`src/rtl/wb_regfile_pkg.sv`:
```
// wb_regfile_pkg: core-wide register file widths and the XZR index
package wb_regfile_pkg;
  localparam int DATA_W = 64;
  localparam int REG_AW = 5;
  localparam logic [4:0] XZR_IDX = 5'd31;
  localparam int NUM_REGS = 32;
endpackage

```
`src/rtl/wb_regfile_regfile_array.sv`:
```
// regfile_array: 31-entry storage, one sync write port, two raw combinational read ports
module regfile_array #(
  parameter int DATA_W = 64,
  parameter int REG_AW = 5,
  parameter int DEPTH = 31
) (
  input  logic              clk,
  input  logic              rst,
  input  logic              we,
  input  logic [REG_AW-1:0] waddr,
  input  logic [DATA_W-1:0] wdata,
  input  logic [REG_AW-1:0] raddr1,
  input  logic [REG_AW-1:0] raddr2,
  output logic [DATA_W-1:0] rdata1,
  output logic [DATA_W-1:0] rdata2
);
  logic [DATA_W-1:0] mem [DEPTH];
  always_ff @(posedge clk) begin
    if (rst) begin
      for (int i = 0; i < DEPTH; i++) mem[i] <= '0;
    end else if (we && int'(waddr) < DEPTH) begin
      mem[waddr] <= wdata;
    end
  end
  // Indices beyond the storage read as zero so nothing can leak X
  assign rdata1 = (int'(raddr1) < DEPTH) ? mem[raddr1] : '0;
  assign rdata2 = (int'(raddr2) < DEPTH) ? mem[raddr2] : '0;
endmodule

```
`src/rtl/wb_regfile.sv`:
```
// wb_regfile: write-back mux plus register file with XZR masking and write-to-read bypass
module wb_regfile #(
  parameter int DATA_W = wb_regfile_pkg::DATA_W,
  parameter int REG_AW = wb_regfile_pkg::REG_AW
) (
  input  logic              CLOCK,
  input  logic              RESET,
  input  logic              regWrite_in,
  input  logic              memToReg_in,
  input  logic [DATA_W-1:0] memAddress_in,
  input  logic [DATA_W-1:0] memData_in,
  input  logic [REG_AW-1:0] writeReg_in,
  input  logic [REG_AW-1:0] readReg1,
  input  logic [REG_AW-1:0] readReg2,
  output logic [DATA_W-1:0] readData1,
  output logic [DATA_W-1:0] readData2,
  output logic [DATA_W-1:0] writeData_out
);
  import wb_regfile_pkg::*;
  localparam logic [REG_AW-1:0] XZR = REG_AW'(XZR_IDX);
  logic              commit;
  logic [DATA_W-1:0] raw1, raw2;
  assign writeData_out = memToReg_in ? memData_in : memAddress_in;
  assign commit = regWrite_in && !RESET && writeReg_in != XZR;
  regfile_array #(.DATA_W(DATA_W), .REG_AW(REG_AW), .DEPTH(NUM_REGS - 1)) u_array (
    .clk(CLOCK),
    .rst(RESET),
    .we(commit),
    .waddr(writeReg_in),
    .wdata(writeData_out),
    .raddr1(readReg1),
    .raddr2(readReg2),
    .rdata1(raw1),
    .rdata2(raw2)
  );
  // commit already excludes XZR and reset, so it doubles as the bypass qualifier
  assign readData1 = (readReg1 == XZR) ? '0 : (commit && writeReg_in == readReg1) ? writeData_out : raw1;
  assign readData2 = (readReg2 == XZR) ? '0 : (commit && writeReg_in == readReg2) ? writeData_out : raw2;
endmodule
```
`config.mk`:
```
export PLATFORM = sky130hd
export DESIGN_NAME = wb_regfile
export DESIGN_NICKNAME = d
export VERILOG_FILES = /design/src/rtl/wb_regfile_pkg.sv /design/src/rtl/wb_regfile_regfile_array.sv /design/src/rtl/wb_regfile.sv
export SDC_FILE = /design/constraint.sdc
export NUM_CORES = 2
export LEC_CHECK = 0
export BUFFER_PORTS_ARGS = -buffer_cell sky130_fd_sc_hd__buf_2
export CORE_ASPECT_RATIO = 0.5
export CORE_MARGIN = 4
export CORE_UTILIZATION = 39
export DETAILED_ROUTE_END_ITERATION = 6
export PLACE_DENSITY = 0.62
export SETUP_SLACK_MARGIN = 0.05
export SKIP_LAST_GASP = 1
export SLEW_MARGIN = 0
export SYNTH_ARGS = -nofsm -noshare
export SYNTH_HDL_FRONTEND = slang
export SYNTH_HIERARCHICAL = 1
export SYNTH_SLANG_ARGS = --single-unit
```
`constraint.sdc`:
```
create_clock -name CLOCK -period 3.65 [get_ports CLOCK]
set_clock_uncertainty 0.2 [all_clocks]
set_input_delay 0.73 -clock CLOCK [delete_from_list [all_inputs] [get_ports CLOCK]]
set_output_delay 0.73 -clock CLOCK [all_outputs]
set_load 0.02 [all_outputs]
```
==> impl_metrics.csv <==
group,metric,value,unit
outcome,run_status,"finished, violations left",
outcome,violations,"negative setup slack",
global_route,first_global_vias,76700,
sta,fmax,234,MHz
cells_and_area,layout-drive-gt1-share,41.2,%
drt,top_layer,"met5",
placed_design,gp_congestion,0.859,
sta,hold_violations,0,
synth,synth_area_leaders,"edfxtp_1, mux4_2, and2_1, mux2i_1, clkbuf_1",
drt,wl_met2,200,mm
critical_path,cp-start-kind,"register",
placed_design,dp.cells,11500,
critical_path,cp.arrival,3.34,ns
critical_path,endpoint_kind,"primary output",
clock_network,cts_max_level,4,
synth,yosys.area.top_type_share,54.8,%
drt,routed_via_density,6.46,
floorplanning,initial_utilization,39.4,%
global_route,track_usage,29.7,%
job,cap_viol_max_count,0,
sta,finalCritPeriodShare,117,%
critical_path,path_max_fanout,2,
clock_network,cts_buffer_depth,4,
sta,fin_tns_setup,-38.92,ns
synth,avgSynthCellArea,15.2,sq um
cells_and_area,top_register,"u_array/mem",
drt,route.detailed.drc,0,
clock_network,cts_tree,"built",
cells_and_area,seq_area,61500,sq um
sta,period_minus_slack,4.27,ns
clock_network,cts_inserted_buffers,208,
drt,wl_met1,162,mm
global_route,grt_antenna_before_repair,44,
clock_network,cts_root_buffer,"clkbuf_16",
synth,ys_types,45,
cells_and_area,fin_nets,8400,
power,pwr_density_cell,432,nW/um^2
synth,synthArstFlopShare,0,%
drt,wl_per_cell,37.1,um
power,vdd.ir_drop.worst,0.373,mV
sta,rsz0062_at_grt,"true",
floorplanning,rows,138,
floorplanning,io_pins,339,
hold_path,whs_path_depth,4,
floorplanning,die-area,297000,sq um
placed_design,hpwl,260,mm
sta,worstMarginPinSlew,0.801,ns
hold_path,min_path_type,"in2reg",
critical_path,crit_type,"reg2out",
global_route,grt_pass1_wl,622,mm
sta,setup_viol,128,
floorplanning,die_y,387,um
synth,ys_ff_latch,2048,
sta,final.setup.worst_slack,-0.618,ns
drt,wirelength,453,mm
sta,timing.hold.ws,0.371,ns
clock_network,clk_pin_slew,0.07,ns
synth,synth_top_cell_by_area,"edfxtp_1",
placed_design,io_buffer_count,338,
sta,slew_viol_final,0,
synth,synth-edff-count,2048,
drt,drt_iter0_drc,14900,
clock_network,clock-sinks,2048,
cells_and_area,fin_util,49.5,%
sta,maxSlewHeadroom,45.1,%
power,leakagePower,50.2,nW
synth,synthFlopType,"edfxtp_1",
power,finalPower,60.9,mW
cells_and_area,largest_reg_flops,2048,
drt,vias,79000,
floorplanning,die_w,767,um
clock_network,hold_buffers,0,
drt,wl_met3,67.0,mm
global_route,grt_max_degree,65,
cells_and_area,top_regs,"u_array/mem (2048)",
drt,ant_nets,0,
cells_and_area,nFillCells,23200,
cells_and_area,multi_input_area,50200,sq um
drt,firstDrtPassIters,6,
synth,yosysWarnings,6,
critical_path,worstPathRequired,2.72,ns
cells_and_area,synthToLayoutAreaGrowth,25.5,%
synth,ys_seq_area_share,54.8,%
synth,syn_inst,7362,
floorplanning,core,285000,sq um
global_route,grt_overflow,0,
synth,synthesis.area,112000,sq um
cells_and_area,final_cells,12200,
[placed cells by master, fill, tap and decap left out, drive strengths merged, types with 28 or more instances in the layout]
master,n
inv,165
or2,33
mux2i,389
clkinv,86
edfxtp,2048
o21ai,39
a22oi,30
conb,64
clkbuf,253
a21oi,30
nor3,35
diode,28
o22ai,105
mux4,1058
a31oi,129
o221ai,55
buf,1448
and3,34
nor2,79
nor2b,29
a211oi,165
and2,1984
bufinv,28
[worst max-delay path, stage by stage (launching register included)]
cell and delay, ns:
edfxtp_1 0.41, mux4_2 0.49, mux4_2 0.55, nor2b_2 0.15
nor3_2 0.05, buf_6 0.19, a31oi_4 0.27, buf_6 0.15
a211oi_4 0.04, buf_6 0.15
[cells by family (layout without fill, tap and decap cells)]
family	count (synthesis)	after routing	share of synthesized area, %
other	1	92	0.00334
xor gates and xnor gates	10	10	0.0780
muxes	1463	1463	24.9
and+or+nand+nor	2233	2233	12.2
buffers and inverters	1001	1989	3.94
DFF	2048	2048	54.8
AOI/OAI and AO/OA	606	606	4.12
[synthesized netlist by cell type (10+ instances only)]
master	n
nor2_1	78
o22ai_1	105
mux4_2	1058
o221ai_1	55
clkbuf_1	565
mux2_2	16
or2_2	33
a221oi_1	16
buf_2	145
and3_1	34
xor2_1	10
buf_1	39
a211oi_2	83
a31oi_1	128
mux2i_1	389
buf_4	54
nor3_1	35
nor2b_1	29
nand2_1	10
buf_6	37
o21ai_0	38
o21a_1	13
a211oi_1	82
inv_1	160
a21oi_1	30
edfxtp_1	2048
a22oi_1	30
and2_1	1984
[through the flow]
| stage | setup slack [ns] | instance area, sq um |
|---|---|---|
| detailed placement | -0.963 | 126000 |
| CTS | -0.586 | 139000 |
| floorplan | 0.0386 | 113000 |
| global placement | -0.959 | 126000 |
| finish | -0.618 | 141000 |
| global route | -0.665 | 141000 |
[routing by layer]
layer / vias to the layer above / GRT usage [%]
li1: 30200 / -
met1: 40600 / 41.0
met2: 6866 / 44.5
met3: 1228 / 7.56
met4: 6 / 12.8
met5: - / 0
[path summary, 6_finish.rpt]
check | to | slack, ns | start
hold / removal | u_array/mem[31][10] | 0.37 | memAddress_in[10]
setup / recovery | readData2[51] | -0.62 | u_array/mem[28][51]
[area by class of cell]
| type | instances | area share [%] |
|---|---|---|
| clock inverters | 124 | 0.935 |
| flip-flops and latches | 2048 | 43.6 |
| diodes | 28 | 0.0497 |
| multi-input cells | 4376 | 35.6 |
| repair buffers | 1458 | 12.1 |
| inverters | 161 | 0.438 |
| well taps | 3780 | 3.36 |
| clock buffers | 246 | 3.86 |
[report_power, final]
part / internal, mW / leakage (nW) / total, mW / switching [mW]
registers: 27.1 / 19.5 / 27.8 / 0.650
clock network: 12.6 / 3.31 / 22.2 / 9.60
logic: 5.01 / 27.4 / 11.0 / 5.98
[what timing repair did]
action                     CTS  global route
cloned                      52             6
pin swaps                  145           169
resized for setup          827           326
setup buffers              189           102
setup endpoints to repair  128           128
Power figures use the tool's default switching activity.
